## config.mk

```make
export PLATFORM = sky130hd
export DESIGN_NAME = stack_sequencer
export DESIGN_NICKNAME = d
export VERILOG_FILES = /design/src/rtl/stack_sequencer.sv
export SDC_FILE = /design/constraint.sdc
export NUM_CORES = 1
export LEC_CHECK = 0
export CAP_MARGIN = 40
export CORE_UTILIZATION = 35
export CTS_CLUSTER_SIZE = 10
export DETAILED_ROUTE_END_ITERATION = 10
export PLACE_DENSITY = 0.72
export SETUP_SLACK_MARGIN = 0.5
export SLEW_MARGIN = 5
export SYNTH_ARGS = -nofsm -noshare
export SYNTH_HDL_FRONTEND = slang
export SYNTH_SLANG_ARGS = --single-unit
```

## constraint.sdc

```tcl
create_clock -name clk -period 14.3 [get_ports clk]
set_clock_uncertainty 0.05 [all_clocks]
set_input_delay 1.43 -clock clk [delete_from_list [all_inputs] [get_ports clk]]
set_output_delay 1.43 -clock clk [all_outputs]
set_load 0.1 [all_outputs]
```

## src/rtl/stack_sequencer.sv

```systemverilog
// stack_sequencer: hardware stack engine for CALL/INT/RET/RTI/PUSH/POP.
// The stack is made of 16-bit words and grows downward from SP_RESET.
// Optional feature: define STACK_OVF_DET_EN to drop operations that would
// overflow or underflow the stack and to raise the sticky stackErr flag.
// With the macro undefined, sp wraps modulo 2^32 and stackErr is tied low.
module stack_sequencer #(
    parameter logic [31:0] SP_RESET   = 32'h000FFFFF,
    parameter logic [31:0] INT_VECTOR = 32'h00000000
) (
    input  logic        clk,
    input  logic        rst,
    input  logic        intReq,
    input  logic        retReq,
    input  logic        callReq,
    input  logic        popReq,
    input  logic        pushReq,
    input  logic        rtiFlag,
    input  logic [31:0] pcIn,
    input  logic [31:0] callTarget,
    input  logic [15:0] pushData,
    input  logic [15:0] memRdata,
    output logic [31:0] memAddr,
    output logic [15:0] memWdata,
    output logic        memWE,
    output logic        memRE,
    output logic [31:0] pcOut,
    output logic        pcLoad,
    output logic [15:0] popData,
    output logic        popValid,
    output logic        ccrSave,
    output logic        ccrRestore,
    output logic        busy,
    output logic [31:0] sp,
    output logic        stackErr
);

    typedef enum logic [2:0] {
        IDLE,
        WR_LO,
        WR_HI,
        RD_HI,
        RD_LO,
        PUSH1,
        POP1
    } state_t;

    state_t      state;
    logic [31:0] sp_r;
    logic        is_int;
    logic        is_rti;
    logic [31:0] pc_lat;
    logic [31:0] tgt_lat;
    logic [15:0] ret_hi;
    logic [31:0] mem_addr_r;
    logic [15:0] mem_wdata_r;
    logic        mem_we_r;
    logic        mem_re_r;
    logic [31:0] pc_out_r;
    logic        pc_load_r;
    logic        pop_valid_r;
    logic        ccr_save_r;
    logic        ccr_restore_r;
    logic        stack_err_r;

    logic        push_ovf;
    logic        wr2_ovf;
    logic        pop_unf;
    logic        rd2_unf;

    // Stack-limit checks evaluated against the current stack pointer
    always_comb begin
        push_ovf = 1'b0;
        wr2_ovf  = 1'b0;
        pop_unf  = 1'b0;
        rd2_unf  = 1'b0;
`ifdef STACK_OVF_DET_EN
        push_ovf = (sp_r < 32'd1);
        wr2_ovf  = (sp_r < 32'd2);
        pop_unf  = (({1'b0, sp_r} + 33'd1) > {1'b0, SP_RESET});
        rd2_unf  = (({1'b0, sp_r} + 33'd2) > {1'b0, SP_RESET});
`endif
    end

    // Sequencer: accepts one request in IDLE and drives each memory access
    // from registers set on entry to the access state. sp moves on the same
    // edge, so during an access cycle sp already shows its post-access value.
    always_ff @(posedge clk or posedge rst) begin
        if (rst) begin
            state         <= IDLE;
            sp_r          <= SP_RESET;
            is_int        <= 1'b0;
            is_rti        <= 1'b0;
            pc_lat        <= '0;
            tgt_lat       <= '0;
            ret_hi        <= '0;
            mem_addr_r    <= SP_RESET;
            mem_wdata_r   <= '0;
            mem_we_r      <= 1'b0;
            mem_re_r      <= 1'b0;
            pc_out_r      <= '0;
            pc_load_r     <= 1'b0;
            pop_valid_r   <= 1'b0;
            ccr_save_r    <= 1'b0;
            ccr_restore_r <= 1'b0;
            stack_err_r   <= 1'b0;
        end else begin
            mem_addr_r    <= sp_r;
            mem_wdata_r   <= '0;
            mem_we_r      <= 1'b0;
            mem_re_r      <= 1'b0;
            pc_load_r     <= 1'b0;
            pop_valid_r   <= 1'b0;
            ccr_save_r    <= 1'b0;
            ccr_restore_r <= 1'b0;
            case (state)
                IDLE: begin
                    if (intReq) begin
                        if (wr2_ovf) begin
                            stack_err_r <= 1'b1;
                        end else begin
                            is_int      <= 1'b1;
                            pc_lat      <= pcIn;
                            state       <= WR_LO;
                            mem_we_r    <= 1'b1;
                            mem_addr_r  <= sp_r;
                            mem_wdata_r <= pcIn[15:0];
                            ccr_save_r  <= 1'b1;
                            sp_r        <= sp_r - 32'd1;
                        end
                    end else if (retReq) begin
                        if (rd2_unf) begin
                            stack_err_r <= 1'b1;
                        end else begin
                            is_rti     <= rtiFlag;
                            state      <= RD_HI;
                            mem_re_r   <= 1'b1;
                            mem_addr_r <= sp_r + 32'd1;
                            sp_r       <= sp_r + 32'd1;
                        end
                    end else if (callReq) begin
                        if (wr2_ovf) begin
                            stack_err_r <= 1'b1;
                        end else begin
                            is_int      <= 1'b0;
                            pc_lat      <= pcIn;
                            tgt_lat     <= callTarget;
                            state       <= WR_LO;
                            mem_we_r    <= 1'b1;
                            mem_addr_r  <= sp_r;
                            mem_wdata_r <= pcIn[15:0];
                            sp_r        <= sp_r - 32'd1;
                        end
                    end else if (popReq) begin
                        if (pop_unf) begin
                            stack_err_r <= 1'b1;
                        end else begin
                            state       <= POP1;
                            mem_re_r    <= 1'b1;
                            mem_addr_r  <= sp_r + 32'd1;
                            pop_valid_r <= 1'b1;
                            sp_r        <= sp_r + 32'd1;
                        end
                    end else if (pushReq) begin
                        if (push_ovf) begin
                            stack_err_r <= 1'b1;
                        end else begin
                            state       <= PUSH1;
                            mem_we_r    <= 1'b1;
                            mem_addr_r  <= sp_r;
                            mem_wdata_r <= pushData;
                            sp_r        <= sp_r - 32'd1;
                        end
                    end
                end
                WR_LO: begin
                    state       <= WR_HI;
                    mem_we_r    <= 1'b1;
                    mem_addr_r  <= sp_r;
                    mem_wdata_r <= pc_lat[31:16];
                    sp_r        <= sp_r - 32'd1;
                    pc_load_r   <= 1'b1;
                    pc_out_r    <= is_int ? INT_VECTOR : tgt_lat;
                end
                RD_HI: begin
                    ret_hi        <= memRdata;
                    state         <= RD_LO;
                    mem_re_r      <= 1'b1;
                    mem_addr_r    <= sp_r + 32'd1;
                    sp_r          <= sp_r + 32'd1;
                    pc_load_r     <= 1'b1;
                    ccr_restore_r <= is_rti;
                end
                RD_LO: begin
                    pc_out_r <= {ret_hi, memRdata};
                    state    <= IDLE;
                end
                default: begin
                    state <= IDLE;
                end
            endcase
        end
    end

    // Read data arrives combinationally during the read cycle, so the
    // returned PC low half and the popped word are passed straight through
    always_comb begin
        pcOut   = (state == RD_LO) ? {ret_hi, memRdata} : pc_out_r;
        popData = pop_valid_r ? memRdata : '0;
    end

    assign memAddr    = mem_addr_r;
    assign memWdata   = mem_wdata_r;
    assign memWE      = mem_we_r;
    assign memRE      = mem_re_r;
    assign pcLoad     = pc_load_r;
    assign popValid   = pop_valid_r;
    assign ccrSave    = ccr_save_r;
    assign ccrRestore = ccr_restore_r;
    assign busy       = (state != IDLE);
    assign sp         = sp_r;
    assign stackErr   = stack_err_r;

endmodule

```

==> results of run 1 <==
[layout make-up]
| class | count | area (um2) | area share (%) |
|---|---|---|---|
| clock inverters | 13 | 119 | 0.824 |
| diodes | 1 | 2.50 | 0.0173 |
| flip-flops and latches | 187 | 4730 | 32.8 |
| well taps | 324 | 405 | 2.81 |
| inverters | 29 | 116 | 0.806 |
| clock buffers | 19 | 453 | 3.14 |
| repair buffers | 383 | 4970 | 34.4 |
| multi-input cells | 603 | 3640 | 25.2 |
[metal layers]
metal,GRT usage (%),vias to the layer above,share of wire [%],wire length (um)
met5,0,-,0,0
met1,28.3,3969,42,11600
met4,10.4,0,3.1,858
met2,37.2,311,50,13800
li1,-,3664,-,-
met3,4.10,55,5.3,1480
[report_power, final]
group / internal [uW] / leakage (uW) / switching (uW) / total [uW]
clock network: 240 / 0.000283 / 223 / 464
registers: 751 / 0.00229 / 143 / 895
logic: 778 / 0.00373 / 1260 / 2040
total: 1770 / 0.00631 / 1630 / 3400
[stage by stage]
step	hold slack (ns)	setup WS (ns)	utilization, %
after global routing	0.449	9.78	59.3
after detailed placement	0.414	9.85	57.0
after CTS	0.438	9.85	59.3
final	0.434	9.84	59.3
after global placement	0.412	9.46	46.6
after floorplan	0.396	7.80	-
[synthesized netlist by cell type (all sizes together), types with 2 or more instances]
library cell,instances
clkbuf,27
or4,6
nor3,23
nand4,14
nand3,18
and4,2
o21ai,18
inv,29
dfrtp,147
nor2b,2
mux2i,2
or2,3
or3,6
dfstp,40
nand2b,5
a222oi,16
nand3b,2
xor2,23
xnor2,36
and3,6
ha,2
a22oi,8
a21oi,17
a211oi,3
nor4,14
mux2,49
nor2,42
a31oi,3
o211ai,26
buf,26
nand2,221
and2,21
[cells by family (layout without fill, tap and decap cells)]
| kind of cell | after synthesis | in the layout | share of synthesized area [%] |
|---|---|---|---|
| buffers and inverters | 82 | 444 | 3.97 |
| xor gates and xnor gates | 59 | 59 | 5.94 |
| adders and majority gates | 2 | 2 | 0.288 |
| other | 1 | 2 | 0.0431 |
| muxes | 51 | 51 | 6.57 |
| DFF | 187 | 187 | 54.4 |
| AOI/OAI and AO/OA | 104 | 104 | 8.63 |
| and+or+nand+nor | 386 | 386 | 20.2 |
[cell usage in the layout (no fill, tap or decap), types with 20 or more instances in the layout]
cell type,instances
mux2_2,49
xor2_1,23
inv_1,27
nor2_1,38
nor3_1,22
o211ai_1,26
clkdlybuf4s50_1,238
dfstp_2,40
and2_1,20
dfrtp_1,147
nand2_1,221
buf_16,38
xnor2_1,36
buf_8,98
[registers in the layout (all words and copies together) (netlist names)]
register,cells
pcLoad,1
memRE,1
memAddr,32
ccrRestore,1
is_int,1
state,3
ret_hi,16
is_rti,1
memWE,1
sp,32
pc_lat,16
ccrSave,1
memWdata,16
popValid,1
tgt_lat,32
pc_out_r,32
[final timing paths]
| check | startpoint | endpoint | slack (ns) | cells after the start |
|---|---|---|---|---|
| setup / recovery | memRdata[13] | pcOut[13] | 9.84 | 5 |
| setup reg to reg | state[0] | sp[9] | 11.27 | 6 |
| min in group asynchronous | rst | tgt_lat[15] | 1.32 | 2 |
| hold reg to reg | ret_hi[15] | ret_hi[15] | 0.43 | 2 |
| max in group asynchronous | rst | memAddr[23] | 11.27 | 4 |
| hold / removal | ret_hi[15] | ret_hi[15] | 0.43 | 2 |
[worst max-delay path, stage by stage]
cell and delay, ns:
clkdlybuf4s50_1 0.56, nand2_1 0.12, nand2_1 0.08, clkdlybuf4s50_1 0.58, buf_16 0.20
==> metrics.md, run 1 <==
| Metric | Value |
|---|---|
| Initial antenna violation count | 1 |
| Number of synthesized flops with an enable pin | 0 |
| Setup violations, final | 0 |
| Warnings from Yosys | 0 |
| Rel. slew slack | 38.3% |
| CP startpoint kind | primary input |
| Share of layout cells above drive strength 1 | 23.2% |
| Setup Buffers After CTS | 0 |
| Fin crit share | 31.2% |
| Sequential area share after synthesis | 54.4% |
| Final Net Count | 1327 |
| Core box area | 24300 um2 |
| GRT overflow | 0 |
| Die Footprint | 25500 um2 |
| Synth Instances | 872 |
| Clk Latency, worst-skew pair | 0.42 ns |
| Largest fanout on the critical path | 3 |
| Post-synth ARST share | 100% |
| Ranking of synthesized cells by area | dfrtp_1 (42%), dfstp_2 (12%), nand2_1 (9.5%), mux2_2 (6.3%), xnor2_1 (3.6%) |
| Placed inst area | 13900 um2 |
| Die Height | 160 um |
| Routed vias/inst | 5.13 |
| Flops & latches, synth | 187 |
| Slew Viols, Final | 0 |
| Post-Route WL | 27800 um |
| Worst EP required | 12.82 ns |
| Row cnt | 57 |
| FMAX | 224 MHz |
| RSZ-0062 raised after global routing | no |
| Mean Syn Cell Area | 9.97 um2 |
| Htree depth | 4 |
| # DRC | 0 |
| Worst vdd ir | 0.236 mV |
| Synth area leader | dfrtp_1 |
| Fin area | 14400 um2 |
| Slew @ Worst Pin | 0.924 ns |
| Largest net degree at the start of global routing | 94 |
| Fillers | 1891 |
| Routed len/inst | 17.8 um |
| Initial DRC count | 587 |
| Overall power | 3400 uW |
| Ports | 240 |
| Max-cap violations | 0 |
| Share of the synthesized area in the top cell type | 42.3% |
| Die X | 160 um |
| Non-filler instance count after layout | 1559 |
| Ys flop type | dfrtp_1 |
| Final hold vios | 0 |
| Status | complete, no violations |
| # hold bufs at CTS | 0 |
| Kind of critical path | in2out |
| First-pass GRT wire length | 44900 um |
| CTS tree | built |
| Starting Density | 35.8% |
| Pwr Density | 236 nW/um2 |
| Post-CTS sizing | 0 |
| Drt first pass iters | 7 |
| CP Data Arrival Time | 2.98 ns |
| Deepest clock path buffer count | 2 |
| Worst setup EP type | output port |
| DP Wirelength | 20500 um |
| HP Class | reg2reg |
| Syn nets | 978 |
| Synth Cell Area | 8700 um2 |
| Clk pin slew, worst setup/hold paths | 0.07 ns |
| Clock Tree Root | clkbuf_16 |
| Antenna Violating Nets Remaining | 0 |
| Final min period | 4.46 ns |
| P_leak | 0.00631 uW |
| Total GRT Usage | 22.4% |
| Netlist cell types | 60 |
| Setup_tns | 0 ns |
| Area grow syn2layout | 65.9% |
| Placed insts | 1526 |
| Total number of vias | 7999 |
| Total CTS buffers | 17 |
| Final Wtd Congestion | 0.856 |
| Vias in the first global route | 8389 |
| Clock sink count | 187 |
| # port buffers | 238 |
Note: power is estimated with default switching activity, not from simulation.
==> run 2: changes to the inputs <==
==> constraint.sdc (replaced) <==
create_clock -name clk -period 4.2 [get_ports clk]
set_clock_uncertainty 0.05 [all_clocks]
set_input_delay 0.42 -clock clk [delete_from_list [all_inputs] [get_ports clk]]
set_output_delay 0.42 -clock clk [all_outputs]
set_load 0.1 [all_outputs]
==> run 2 against run 1 <==
Net effect: final area decreased by 3.5%; sequential power increased to 3.4 times the previous value; largest power group unchanged; setup slack got worse by 8.5 ns; final cell count decreased by 1.7%; combinational power increased to 3.1 times the previous value; register-to-register slack got worse by 9.8 ns; core utilization decreased by 2.1 points; die area unchanged; first-iteration DRC count decreased by 3.6%; critical path depth increased by 1; count of clock-buffer cells in the layout decreased by 1; sequential cell count unchanged.
==> metrics.md, run 2 (synthesized netlist as in run 1, its figures left out) <==
| Metric | Value |
|---|---|
| Clk pin slew, worst setup/hold paths | 0.07 ns (about the same) |
| Antenna Violating Nets Remaining | 0 (unchanged) |
| Die Footprint | 25500 um2 (unchanged) |
| CTS tree | built (unchanged) |
| Placed inst area | 13300 um2 (was 13900 um2) |
| RSZ-0062 raised after global routing | no (unchanged) |
| Vias in the first global route | 7835 (was 8389) |
| DP Wirelength | 18800 um (was 20500 um) |
| Total number of vias | 7754 (was 7999) |
| Slew @ Worst Pin | 0.805 ns (was 0.924 ns) |
| Clock Tree Root | clkbuf_16 (unchanged) |
| Status | complete, no violations (unchanged) |
| Final Wtd Congestion | 0.853 (was 0.856) |
| R2R Path End | sp[28] (was sp[9]) |
| Fin crit share | 67.8% |
| Row cnt | 57 (unchanged) |
| P_leak | 0.00615 uW (was 0.00631 uW) |
| Initial DRC count | 566 (was 587) |
| Deepest clock path buffer count | 2 (unchanged) |
| Post-Route WL | 26100 um (was 27800 um) |
| Post-CTS sizing | 0 (unchanged) |
| Worst setup EP type | output port (unchanged) |
| Die Height | 160 um (unchanged) |
| Area grow syn2layout | 60.0% (was 65.9%) |
| Overall power | 11100 uW (was 3400 uW) |
| First-pass GRT wire length | 41600 um (was 44900 um) |
| Routed vias/inst | 5.06 (was 5.13) |
| Setup violations, final | 0 (unchanged) |
| Worst vdd ir | 0.845 mV (was 0.236 mV) |
| Most frequent cells in the layout | nand2_1 (221), clkdlybuf4s50_1 (206), dfrtp_1 (147) (was clkdlybuf4s50_1 (238), nand2_1 (221), dfrtp_1 (147)) |
| Area of the multi-input gates | 3640 um2 (unchanged) |
| Final hold vios | 0 (unchanged) |
| # port buffers | 238 (unchanged) |
| Reg2Reg Setup Slack | 1.46 ns (was 11.27 ns) |
| GRT overflow | 0 (unchanged) |
| Max-cap violations | 0 (unchanged) |
| # DRC | 0 (unchanged) |
| HP Class | in2async (was reg2reg) |
| Ports | 240 (unchanged) |
| Total CTS buffers | 17 (unchanged) |
| R2r worst-path depth | 7 (was 6) |
| Kind of critical path | reg2out (was in2out) |
| Core box area | 24300 um2 (unchanged) |
| Most common cell after layout, fill and taps aside | nand2_1 (was clkdlybuf4s50_1) |
| R2R Path Start | sp[0] (was state[0]) |
| Initial antenna violation count | 1 (unchanged) |
| Pwr Density | 796 nW/um2 (was 236 nW/um2) |
| Share of layout cells above drive strength 1 | 24.1% (was 23.2%) |
| Slew Viols, Final | 0 (unchanged) |
| Htree depth | 4 (unchanged) |
| Fillers | 1987 (was 1891) |
| Reg area | 4730 um2 (unchanged) |
| Largest net degree at the start of global routing | 65 (was 94) |
| Final Net Count | 1300 (was 1327) |
| # hold bufs at CTS | 0 (unchanged) |
| Routed len/inst | 17.0 um (was 17.8 um) |
| Setup Buffers After CTS | 0 (unchanged) |
| Rel. slew slack | 46.3% (was 38.3%) |
| Drt first pass iters | 8 (was 7) |
| Total GRT Usage | 20.7% (was 22.4%) |
| Crit path to | pcOut[26] (was pcOut[13]) |
| Clock sink count | 187 (unchanged) |
| Clk Latency, worst-skew pair | 0.43 ns (was 0.42 ns) |
| CP startpoint kind | flop (was primary input) |
| CP Data Arrival Time | 2.38 ns (was 2.98 ns) |
| Final Hold Slack | 0.286 ns (was 0.434 ns) |
| FMAX | 351 MHz |
| Setup_tns | 0 ns (unchanged) |
| Die X | 160 um (unchanged) |
| Starting Density | 35.8% (unchanged) |
| Critical Path Start | state[1] (was memRdata[13]) |
| Largest fanout on the critical path | 11 (was 3) |
| Fin area | 13900 um2 (was 14400 um2) |
| Final min period | 2.85 ns |
| Worst EP required | 3.73 ns (was 12.82 ns) |
run 2: cell count changes in the layout (fill, tap and decap cells not counted), sizes merged:
cell,change
clkinv,+4
inv,-3
clkdlybuf4s50,-32
buf,+5
clkbuf,-1
run 2: worst min-delay path by stage:
stage	end	slack [ns]	start	depth (start not counted)
global route	tgt_lat[14]	0.29	rst	2
CTS	tgt_lat[14]	0.28	rst	2
finish	tgt_lat[14]	0.29	rst	2
detailed placement	ret_hi[13]	0.41	ret_hi[13]	2
global placement	ret_hi[9]	0.41	ret_hi[9]	2
floorplan	ret_hi[0]	0.40	ret_hi[0]	2
run 2: layer usage:
layer / up-vias / track usage (%) / share of wire [%]
met4: 0 / 7.74 / 2.7
li1: 3619 / - / -
met3: 44 / 4.39 / 6.4
met2: 310 / 33.3 / 48
met1: 3781 / 27.3 / 43
met5: - / 0 / 0
run 2: per-stage QoR:
step           util [%]  setup WS, ns  cells
2_1_floorplan         -          1.36    872
3_3_place_gp       46.5          1.33   1394
3_5_place_dp       54.7          1.23   1499
4_1_cts            57.2          1.31   1531
5_1_grt            57.2          1.19   1532
6_report           57.2          1.35   1532
run 2: cell type report:
cell class,instances,area share [%]
antenna,1,0.0180
clock buffer,18,3.16
clock inverter,14,1.24
inverter,29,0.809
multi-input combinational,603,26.1
sequential,187,34.0
tap,324,2.91
timing repair buffer,356,31.8
run 2: critical path, stage by stage (launching register included):
cell	delay (ns)
dfrtp_1	0.51
nor2_1	0.18
and2_1	0.49
buf_4	0.28
nand2_1	0.11
nand2_1	0.09
buf_4	0.29
run 2: power breakdown:
part	internal, uW	switching, uW
clock network	826	812
registers	2560	477
logic	2240	4170
total	5620	5460
==> run 3: changes to the inputs <==
--- a/config.mk
+++ b/config.mk
@@ -9,7 +9,7 @@
 export CORE_UTILIZATION = 35
 export CTS_CLUSTER_SIZE = 10
 export DETAILED_ROUTE_END_ITERATION = 10
-export PLACE_DENSITY = 0.72
+export PLACE_DENSITY = 0.75
 export SETUP_SLACK_MARGIN = 0.5
 export SLEW_MARGIN = 5
 export SYNTH_ARGS = -nofsm -noshare
==> constraint.sdc (replaced) <==
create_clock -name clk -period 2.4 [get_ports clk]
set_clock_uncertainty 0.05 [all_clocks]
set_input_delay 0.24 -clock clk [delete_from_list [all_inputs] [get_ports clk]]
set_output_delay 0.24 -clock clk [all_outputs]
set_load 0.1 [all_outputs]
==> run 3 against run 2 <==
Net effect: routed wire length rose by 40%; combinational power grew 120%; clock power rose by 84%; sequential power up 82%; first-iteration DRC count is 74% higher; final cell count grew 5.7%; register-to-register slack worse by 1.4 ns; core utilization increased by 8.2 points; sequential share of layout area is 3.8 points lower; highest routed layer unchanged.
==> metrics.md, run 3 (synthesized netlist as in run 1, its figures left out) <==
| Metric | Value |
|---|---|
| Total GRT Usage | 24.4% (was 20.7%) |
| Share of layout cells above drive strength 1 | 54.4% (was 24.1%) |
| Clk Latency, worst-skew pair | 0.45 ns (was 0.43 ns) |
| Vias in the first global route | 8517 (was 7835) |
| Most common cell after layout, fill and taps aside | buf_4 (was nand2_1) |
| Ports | 240 (unchanged) |
| Clock sink count | 187 (unchanged) |
| P_leak | 0.00722 uW (was 0.00615 uW) |
| Core box area | 24300 um2 (unchanged) |
| Largest fanout on the critical path | 8 (was 11) |
| FMAX | 426 MHz |
| Setup violations, final | 0 (unchanged) |
| Die Height | 160 um (unchanged) |
| Worst setup EP type | flop (was output port) |
| Max incr delay on CP | 0.70 ns (was 0.51 ns) |
| Final Wtd Congestion | 0.874 (was 0.853) |
| Final Hold Slack | 0.150 ns (was 0.286 ns) |
| GR Util met3 | 4.00% (was 4.39%) |
| Area grow syn2layout | 83.1% (was 60.0%) |
| CP Data Arrival Time | 2.63 ns (was 2.38 ns) |
| Worst path top cell family by delay | simple AND/OR/NAND/NOR gates (unchanged) |
| # hold bufs at CTS | 0 (unchanged) |
| Placed inst area | 12400 um2 (was 13300 um2) |
| Pwr Density | 1430 nW/um2 (was 796 nW/um2) |
| Final hold vios | 0 (unchanged) |
| Routed vias/inst | 5.61 (was 5.06) |
| Worst EP required | 2.68 ns (was 3.73 ns) |
| First-pass GRT wire length | 48500 um (was 41600 um) |
| CTS tree | built (unchanged) |
| Met2 Use GR | 40.1% (was 33.3%) |
| GRT overflow | 0 (unchanged) |
| Total CTS buffers | 17 (unchanged) |
| HP Class | in2async (unchanged) |
| DP Wirelength | 19200 um (was 18800 um) |
| Post-Route WL | 36400 um (was 26100 um) |
| Slew Viols, Final | 0 (unchanged) |
| Max-cap violations | 0 (unchanged) |
| Non-filler instance count after layout | 1620 (was 1532) |
| M1 GR Usage | 31.5% (was 27.3%) |
| Die Footprint | 25500 um2 (unchanged) |
| Starting Density | 35.8% (unchanged) |
| Routed len/inst | 22.5 um (was 17.0 um) |
| Most frequent cells in the layout | buf_4 (222), dfrtp_1 (144), nand2_1 (132) (was nand2_1 (221), clkdlybuf4s50_1 (206), dfrtp_1 (147)) |
| Initial antenna violation count | 1 (unchanged) |
| Slew @ Worst Pin | 0.538 ns (was 0.805 ns) |
| WP buf/inv | 2 (unchanged) |
| Drt first pass iters | 6 (was 8) |
| Kind of critical path | reg2reg (was reg2out) |
| Initial DRC count | 986 (was 566) |
| Largest net degree at the start of global routing | 41 (was 65) |
| Die X | 160 um (unchanged) |
| Final Net Count | 1388 (was 1300) |
| Critical-path cell list | nand4_1 > buf_4 > nor4_4 > buf_4 > o21ai_4 > nor3_2 > o21ai_2 > xnor2_1 (was nor2_1 > and2_1 > buf_4 > nand2_1 > nand2_1 > buf_4) |
| Final min period | 2.35 ns |
| Core Util, Final | 65.5% (was 57.2%) |
| CP startpoint kind | flop (unchanged) |
| Fin crit share | 97.8% |
| Most Frequent Cell on Critical Path | buf_4 |
| Fin area | 15900 um2 (was 13900 um2) |
| Slowest library cell on the worst path | dfstp_4 (was dfrtp_1) |
| Setup_tns | 0 ns (unchanged) |
| Busiest layer in global routing | met2 (unchanged) |
| # port buffers | 238 (unchanged) |
| Placed insts | 1437 (was 1499) |
| Rel. slew slack | 64.0% (was 46.3%) |
| Antenna Violating Nets Remaining | 0 (unchanged) |
| Status | complete, no violations (unchanged) |
| Clock Tree Root | clkbuf_16 (unchanged) |
| Row cnt | 57 (unchanged) |
| Total number of vias | 9092 (was 7754) |
| RSZ-0062 raised after global routing | yes (was no) |
| Worst vdd ir | 0.843 mV (was 0.845 mV) |
| # DRC | 0 (unchanged) |
| Htree depth | 4 (unchanged) |
| Clk pin slew, worst setup/hold paths | 0.08 ns (was 0.07 ns) |
| Deepest clock path buffer count | 2 (unchanged) |
[run 3: cell types whose count changed in the layout (fill, tap and decap cells not counted), moves of 19 or more]
| cell | change |
|---|---|
| buf_4 | +179 |
| clkdlybuf4s50_1 | -103 |
| nand2_1 | -89 |
| buf_8 | -68 |
| buf_12 | +52 |
| nand2_4 | +50 |
| buf_6 | +49 |
| buf_16 | -26 |
| nand2_8 | +22 |
| nor2_1 | -21 |
| dfstp_2 | -19 |
| dfstp_4 | +19 |
[run 3: metrics by stage]
step	worst slack (ns)	power, uW
after floorplan	-0.264	13200
final	0.0531	22700
after CTS	0.160	20600
after detailed placement	0.0132	16100
after global routing	-0.0442	23400
after global placement	0.0491	15900
[run 3: final timing paths]
kind / to / depth (start not counted) / slack (ns) / start
max: sp[25] / 8 / 0.05 / sp[2]
min: is_rti / 2 / 0.15 / rst
max reg2reg: sp[25] / 8 / 0.05 / sp[2]
min reg2reg: tgt_lat[29] / 1 / 0.46 / tgt_lat[29]
max in group asynchronous: pc_out_r[24] / 3 / 1.35 / rst
min in group clk: memWdata[8] / 3 / 0.33 / pushData[8]
[run 3: what timing repair did]
action | 4_1_cts | 5_1_grt
buffers inserted | 75 | 62
pin swaps | 59 | 90
gates cloned | 9 | 4
gates resized for setup | 178 | 166
endpoints found under the setup margin | 132 | 183
[run 3: area by class of cell]
cell class,count,area [um2]
fill,1632,8400
multi-input combinational,605,5300
sequential,187,4800
timing repair buffer,441,4640
clock buffer,17,425
tap,324,405
clock inverter,15,209
inverter,29,129
timing repair inverter,1,7.51
antenna,1,2.50
[run 3: where the power goes]
part           leakage, uW  switching (uW)  internal, uW
Combinational      0.00462            8990          5220
Sequential         0.00230             968          4550
Clock             0.000303            1560          1450
Total              0.00722           11500         11200
[run 3: layer usage]
layer  vias up  share of wire (%)
li1       3809                  -
met1      4586                 38
met2       537                 49
met3       160                6.9
met4         0                5.6
met5         -                  0
[run 3: worst register-to-register path, stage by stage (launching register included)]
cell	delay [ns]
dfstp_4	0.70
nand4_1	0.21
buf_4	0.22
nor4_4	0.27
buf_4	0.19
o21ai_4	0.11
nor3_2	0.26
o21ai_2	0.09
xnor2_1	0.13
